[config.mk]
export PLATFORM = sky130hd
export DESIGN_NAME = rob_param
export DESIGN_NICKNAME = d
export VERILOG_FILES = /design/src/rtl/rob_param_pkg.sv /design/src/rtl/rob_commit_sel.sv /design/src/rtl/rob_param.sv
export SDC_FILE = /design/constraint.sdc
export NUM_CORES = 1
export LEC_CHECK = 0
export ABC_AREA = 1
export CELL_PAD_IN_SITES_DETAIL_PLACEMENT = 0
export CELL_PAD_IN_SITES_GLOBAL_PLACEMENT = 1
export CORE_UTILIZATION = 50
export CTS_CLUSTER_SIZE = 30
export DETAILED_ROUTE_END_ITERATION = 16
export PLACE_DENSITY = 0.95
export SYNTH_ARGS = -nofsm -noshare
export SYNTH_HDL_FRONTEND = slang
export SYNTH_SLANG_ARGS = --single-unit
export TNS_END_PERCENT = 1
[constraint.sdc]
create_clock -name clk -period 7.99 [get_ports clk]
set_input_delay 1.1985 -clock clk [delete_from_list [all_inputs] [get_ports clk]]
set_output_delay 1.1985 -clock clk [all_outputs]
set_load 0.05 [all_outputs]
[src/rtl/rob_param_pkg.sv]
// Shared types for the reorder buffer and its consumers (rename, reservation stations).
// Physical register tag, ROB index and row layouts live here so every stage agrees on widths.
package rob_param_pkg;
  localparam int PREG_W    = 7;
  localparam int ROB_DEPTH = 16;

  typedef logic [PREG_W-1:0]            p_reg;
  typedef logic [$clog2(ROB_DEPTH)-1:0] rob_idx;

  typedef struct packed {
    logic valid;
    logic complete;
    p_reg dst;
    p_reg old_dst;
    logic reg_write;
  } rob_row_struct;

  typedef struct packed {
    logic       busy;
    logic [5:0] opcode;
    p_reg       src1;
    p_reg       src2;
    p_reg       dst;
    rob_idx     ROBNumber;
  } rs_row_struct;
endpackage

[src/rtl/rob_commit_sel.sv]
// Picks the in-order retirement prefix starting at head: slot i retires only if slots 0..i all do.
// Purely combinational from registered ROB state; flush suppresses every slot.
module rob_commit_sel #(
  parameter int DEPTH    = 16,
  parameter int COMMIT_W = 2,
  parameter int IW       = $clog2(DEPTH)
) (
  input  logic [DEPTH-1:0]    valid,
  input  logic [DEPTH-1:0]    complete,
  input  logic [IW-1:0]       head,
  input  logic [IW:0]         count,
  input  logic                flush,
  output logic [COMMIT_W-1:0] commit_valid,
  output logic [2:0]          ret_cnt
);
  localparam int CW = IW + 1;

  logic          run;
  logic [IW-1:0] slot;

  always_comb begin
    commit_valid = '0;
    ret_cnt      = '0;
    run          = !flush;
    slot         = head;
    for (int i = 0; i < COMMIT_W; i++) begin
      slot = head + IW'(i);
      run  = run && valid[slot] && complete[slot] && (CW'(i) < count);
      commit_valid[i] = run;
      ret_cnt = ret_cnt + 3'(run);
    end
  end
endmodule

[src/rtl/rob_param.sv]
// Parameterised reorder buffer: in-order allocate at tail, out-of-order complete, in-order retire up to COMMIT_W per cycle.
// Allocation space is judged from registered count, so slots freed by a commit are reusable only the next cycle.
module rob_param
  import rob_param_pkg::*;
#(
  parameter int DEPTH    = 16,
  parameter int COMMIT_W = 2,
  parameter int NUM_CMPL = 3
) (
  input  logic                         clk,
  input  logic                         reset,
  input  logic                         alloc_valid,
  output logic                         alloc_ready,
  input  logic [PREG_W-1:0]            alloc_dst,
  input  logic [PREG_W-1:0]            alloc_old_dst,
  input  logic                         alloc_reg_write,
  output logic [$clog2(DEPTH)-1:0]     alloc_rob_num,
  input  logic [NUM_CMPL-1:0]          cmpl_valid,
  input  logic [NUM_CMPL*$clog2(DEPTH)-1:0] cmpl_rob_num,
  input  logic                         flush,
  output logic [COMMIT_W-1:0]          commit_valid,
  output logic [COMMIT_W*PREG_W-1:0]   commit_old_dst,
  output logic [COMMIT_W*PREG_W-1:0]   commit_dst,
  output logic [COMMIT_W-1:0]          commit_reg_write,
  output logic [$clog2(DEPTH):0]       count
);
  localparam int IW = $clog2(DEPTH);
  localparam int CW = IW + 1;

  rob_row_struct rows [DEPTH];
  logic [IW-1:0]    head;
  logic [IW-1:0]    tail;
  logic [DEPTH-1:0] valid_vec;
  logic [DEPTH-1:0] cmpl_vec;
  logic [2:0]       ret_cnt;
  logic             alloc_fire;
  logic [IW-1:0]    slot;

  assign alloc_ready   = (count < CW'(DEPTH)) && !flush;
  assign alloc_fire    = alloc_valid && alloc_ready;
  assign alloc_rob_num = tail;

  always_comb begin
    valid_vec = '0;
    cmpl_vec  = '0;
    for (int i = 0; i < DEPTH; i++) begin
      valid_vec[i] = rows[i].valid;
      cmpl_vec[i]  = rows[i].complete;
    end
  end

  rob_commit_sel #(
    .DEPTH    (DEPTH),
    .COMMIT_W (COMMIT_W),
    .IW       (IW)
  ) u_commit_sel (
    .valid        (valid_vec),
    .complete     (cmpl_vec),
    .head         (head),
    .count        (count),
    .flush        (flush),
    .commit_valid (commit_valid),
    .ret_cnt      (ret_cnt)
  );

  // Payload is driven for every slot; consumers qualify it with commit_valid.
  always_comb begin
    commit_old_dst   = '0;
    commit_dst       = '0;
    commit_reg_write = '0;
    slot             = head;
    for (int i = 0; i < COMMIT_W; i++) begin
      slot = head + IW'(i);
      commit_old_dst[i*PREG_W +: PREG_W] = rows[slot].old_dst;
      commit_dst[i*PREG_W +: PREG_W]     = rows[slot].dst;
      commit_reg_write[i]                = rows[slot].reg_write;
    end
  end

  // Completion is applied before retirement clears and allocation writes, so those win on overlap.
  always_ff @(posedge clk) begin
    if (reset || flush) begin
      for (int i = 0; i < DEPTH; i++) rows[i] <= '0;
      head  <= '0;
      tail  <= '0;
      count <= '0;
    end else begin
      for (int p = 0; p < NUM_CMPL; p++) begin
        if (cmpl_valid[p] && rows[cmpl_rob_num[p*IW +: IW]].valid)
          rows[cmpl_rob_num[p*IW +: IW]].complete <= 1'b1;
      end
      for (int i = 0; i < COMMIT_W; i++) begin
        if (commit_valid[i]) rows[head + IW'(i)] <= '0;
      end
      if (alloc_fire) begin
        rows[tail] <= '{valid: 1'b1, complete: 1'b0, dst: alloc_dst,
                        old_dst: alloc_old_dst, reg_write: alloc_reg_write};
      end
      head  <= head + IW'(ret_cnt);
      tail  <= tail + IW'(alloc_fire);
      count <= count + CW'(alloc_fire) - CW'(ret_cnt);
    end
  end
endmodule

# After elaboration in Yosys (flattened, before gate mapping)
# Memory sizes are Yosys's and may differ from the RTL's. A register that Yosys moved wholly into a read port is not among the register bits.
# Index checks and enable logic that the tools add are counted.
# word_totals
ff_bits,13
ram_bits,272
input_bits,34
n_memories,1
# mem_list
name,depth,width,rd,rd_clocked_by_memory_dff,write_ports,line,rtl
rows,16,17,21,1,16,rob_param.sv:30,rob_row_struct rows [DEPTH];
# op_classes
add_sub_neg,6
n_lt_le_gt_ge,5
n_mux,47
reduce_logical,19
# op_table
operator,count
17-bit 2-to-1 mux,6
17-bit OR reduction,6
4-bit 2-to-1 mux,7
1-bit 2-to-1 mux,27
1-bit binary-select mux with 4-bit select,4
1-bit logical AND,11
1-bit by 5-bit less-than comparator with 1-bit output (first input constant),2
4-bit by 5-bit less-than comparator with 1-bit output (second input constant),2
2-bit 2-to-1 mux,3
5-bit by 1-bit adder with 5-bit output,1
5-bit less-than comparator (second input constant),1
5-bit by 3-bit subtractor with 5-bit output,1
4-bit by 1-bit adder with 4-bit output,1
4-bit by 1-bit adder with 4-bit output (second input constant),1
4-bit by 3-bit adder with 4-bit output,1
1-bit by 1-bit adder with 2-bit output,1
1-bit zero test,1
1-bit logical OR,1

# Longest topological paths before layout
# An unclocked memory read counts as a cell.
# logic_depth
ltp_word,14
depth_mapped,24

# Modules after synthesis
# Synthesis repeated with hierarchy kept, for this count alone.
# unflattened
hier_cells,2203
hier_area_um2,16625.9
# by_module_without_submodules
mod,n_inst,cells_each,area_per_inst_um2
rob_param,1,2093,16114.2
rob_commit_sel,1,110,511.7

# Worst setup path before layout
# No wires, ideal clock.
# synth_timing
path_type,register to output
start,reg head[0]
end,out commit_reg_write[1]
arrival_ns,3.031
setup_slack_ns,3.760
stages_incl_launch_ff,16
path_buffers,8
cell_sequence,dfxtp_1 -> buf_6 -> inv_4 -> buf_4 -> buf_2 -> buf_2 -> buf_2 -> ha_1 -> buf_2 -> clkbuf_1 -> clkbuf_1 -> a21oi_1 -> o21ai_0 -> o21ai_0 -> a22oi_1 -> nand3_1
# synth_via
elab_chain_len,2
# synth_rtl
item,line,rtl
from (decl),rob_param.sv:31,logic [IW-1:0] head;
from (signal assigned),rob_param.sv:99,head <= head + IW'(ret_cnt);
4-bit by 1-bit adder with 4-bit output,rob_param.sv:73,slot = head + IW'(i);
memory read 16 x 17 bit,--,
to (decl),rob_param.sv:24,"output logic [COMMIT_W-1:0] commit_reg_write,"
# No other way between the ends.

==> results.yml <==
status:
  status: "finished, final reports clean"
cells_and_area:
  nets: 2272
  syn2layout_area_growth_pct: 10.7
  num_antenna_cells: 0
  drive_gt1_share_pct: 5.57
  n_fill_cell: 3033
power_and_ir_drop:
  peakVddDrop_mv: 0.165
  pwr-share-clk_pct: 42.5
  p_seq_share_pct: 50.2
  swShare_pct: 24.7
  p_switching_mw: 0.831
  p_per_area_nw_per_um2: 177
  combPwrFrac_pct: 7.3
  internal_power_mw: 2.53
  p_leak_nw: 7.53
critical_path:
  crit_arrival_ns: 4.61
  cp_slowest_cell: "buf_4"
  cp_max_fo: 96
  path_cells: "buf_4 > buf_4 > a21oi_1 > o21ai_0 > a21oi_1 > or2_1 > or3_1 > clkdlybuf4s50_1"
  critPathLaunchType: "register"
  endpoint_kind: "primary output"
  crit_type: "register to primary output"
  worstPathRequired_ns: 6.79
  crit_family: "buffers and inverters"
  crit_buf_inv: 3
  cpPeakStageDelay_ns: 0.82
yosys:
  synthTopCellsByArea: "edfxtp_1 42%, nor2_1 12%, o21ai_0 9.7%"
  synth_compound_area_share_pct: 17.0
  syn_inst: 2234
  synth_area_sq_um: 17100
  yosysTopAreaCellShare_pct: 42.1
  synth_edf_count: 240
  synthMuxAreaShare_pct: 0
  synthSimpleGateAreaFrac_pct: 25.6
  async_flop_share_pct: 0
  synth_top_family_by_area: "simple AND/OR/NAND/NOR gates"
  yosys_register_bits: 285
  synth_top_area_cell: "edfxtp_1"
  yosys.cell_count.top_type: "nor2_1"
  synth_nets: 2287
  yosys-top-cells-count: "534 x nor2_1, 333 x o21ai_0, 277 x nand2_1"
  synth_flop_cell: "edfxtp_1"
  synth.avg_cell_area_sq_um: 7.67
  synth-xor-area-share_pct: 0.358
  synth_fa_ha_area_share_pct: 1.48
  yosys.cell_types.count: 39
  yosysSeqAreaShare_pct: 47.3
  ys_warn_count: 0
clocking:
  cts_resized: 0
  cts_max_path_buffers: 3
  post_cts_buffers: 0
  cts_root_buf: "clkbuf_16"
  cts_buffers: 31
  htreeDepth: 1
  clk_pin_slew_ns: 0.06
  cts_tree: "yes"
  clock_latency_ns: 0.59
  cts.sinks: 285
  cts_hold_buf: 0
global_routing:
  grt_overflow: 0
  grt_max_degree: 123
  grt_pass1_vias: 14900
  antenna_found_initial: 0
  track_usage_pct: 31.6
  grt_pass1_wl_mm: 84.8
timing:
  setup_viol: 0
  setup_ws_ns: 2.18
  fin_crit_sh_pct: 72.7
  hold_viol_final: 0
  fin_setup_tns_ns: 0
  worst_slew_pin_slew_ns: 1.34
  relSlewSlack_pct: 10.7
  max_freq_ghz: 0.172
  grt_setup_unrepaired: "false"
  post-route-min-period_ns: 5.81
  clock_skew_ns: 0.0208
  finalMaxSlewViolations: 0
drt:
  drt-total-wl_mm: 56.7
  via_count: 16300
  postRouteAntennaNets: 0
  wl_per_cell_um: 21.1
  drc: 0
  drt_iter0_drc: 2337
  vias_per_cell: 6.05
  first_pass_iters: 7
worst_hold_path:
  hold_path_class: "register to register"
flow_run:
  drv_cap: 0
floorplan:
  die_h_um: 187
  io_pins: 76
  core_sq_um: 33600
  dieArea_sq_um: 35000
  die_w_um: 187
  initial_utilization_pct: 50.9
  rows: 67
placed_design:
  place_congestion: 0.972
  port_buffers: 75
  dp_hpwl_mm: 35.0
  pre_cts_ws_ns: 2.90
-- metal layers --
layer	vias to the layer above	GRT usage [%]	share of wire, %
li1	7467	-	-
met1	7571	41.6	38
met2	1030	51.1	45
met3	207	4.67	11
met4	0	15.0	5.2
met5	-	0	0
-- worst register-to-register path: cells and delay by family (launching register included) --
family	cells	cell delay (ns)
flops	1	0.58
simple gates	7	2.42
buf+inv	2	0.72
fa+ha+maj	1	0.96
-- power groups by stage --
| stage | clock [mW] | sequential, mW | combinational [mW] |
|---|---|---|---|
| 4_1_cts | 1.42 | 1.68 | 0.242 |
| 3_5_place_dp | 0 | 1.72 | 0.241 |
| 3_3_place_gp | 0 | 1.71 | 0.237 |
| 2_1_floorplan | 0 | 1.71 | 0.145 |
| 6_report | 1.43 | 1.69 | 0.245 |
| 5_1_grt | 1.48 | 1.69 | 0.261 |
-- final timing paths --
check             slack (ns)       endpoint   startpoint  depth (start not counted)
setup / recovery        2.18  commit_dst[0]      head[0]                          8
hold / removal          0.50    rows[4][16]  rows[4][16]                          2
setup reg to reg        2.92     rows[4][2]      head[0]                         10
hold reg to reg         0.50    rows[4][16]  rows[4][16]                          2
-- logic make-up after synthesis --
kind of cell    after synthesis
xor+xnor                      4
buf+inv                     331
simple gates               1026
compound gates              569
flops                       285
fa+ha+maj                    19
-- through the flow --
step	std cells	total power [mW]	hold WS (ns)	util, %	instance area (sq um)
global placement	2634	1.95	0.453	53.4	17900
floorplan	2234	1.85	0.444	-	17100
CTS	2692	3.34	0.494	56.4	19000
finish	2692	3.36	0.497	56.4	19000
global route	2692	3.43	0.516	56.4	19000
detailed placement	2634	1.96	0.484	53.4	17900
-- placed cells by master (no fill, tap or decap), types with 4 or more instances in the layout --
cell type / Yosys / routed
a21oi_1: 212 / 212
a22oi_1: 20 / 20
buf_4: 9 / 30
clkbuf_1: 76 / 8
clkbuf_16: 0 / 31
clkbuf_8: 0 / 5
clkdlybuf4s50_1: 0 / 75
clkinv_1: 4 / 6
clkinvlp_4: 0 / 4
dfxtp_1: 45 / 43
edfxtp_1: 240 / 240
ha_1: 17 / 16
inv_1: 165 / 165
inv_2: 8 / 8
nand2_1: 277 / 277
nand3_1: 126 / 126
nand3_2: 6 / 6
nand3_4: 10 / 10
nand4_1: 24 / 24
nor2_1: 534 / 534
nor3_1: 10 / 10
o21ai_0: 333 / 333
or2_0: 4 / 4
or2_2: 7 / 7
or3_1: 14 / 14
-- registers in the layout, summed over array words and instances (netlist names) --
register and count:
count 5, alloc_rob_num 4, head 4, rows 272
-- area by class of cell --
class	instances	area (sq um)	area share [%]
Clock buffer	44	875	4.62
Timing Repair Buffer	105	976	5.15
Inverter	178	673	3.55
Sequential cell	285	8110	42.8
Tap cell	448	561	2.96
Multi-Input combinational cell	1618	7620	40.2
Clock inverter	14	131	0.693
No activity file was read; power rests on OpenSTA's default activity.
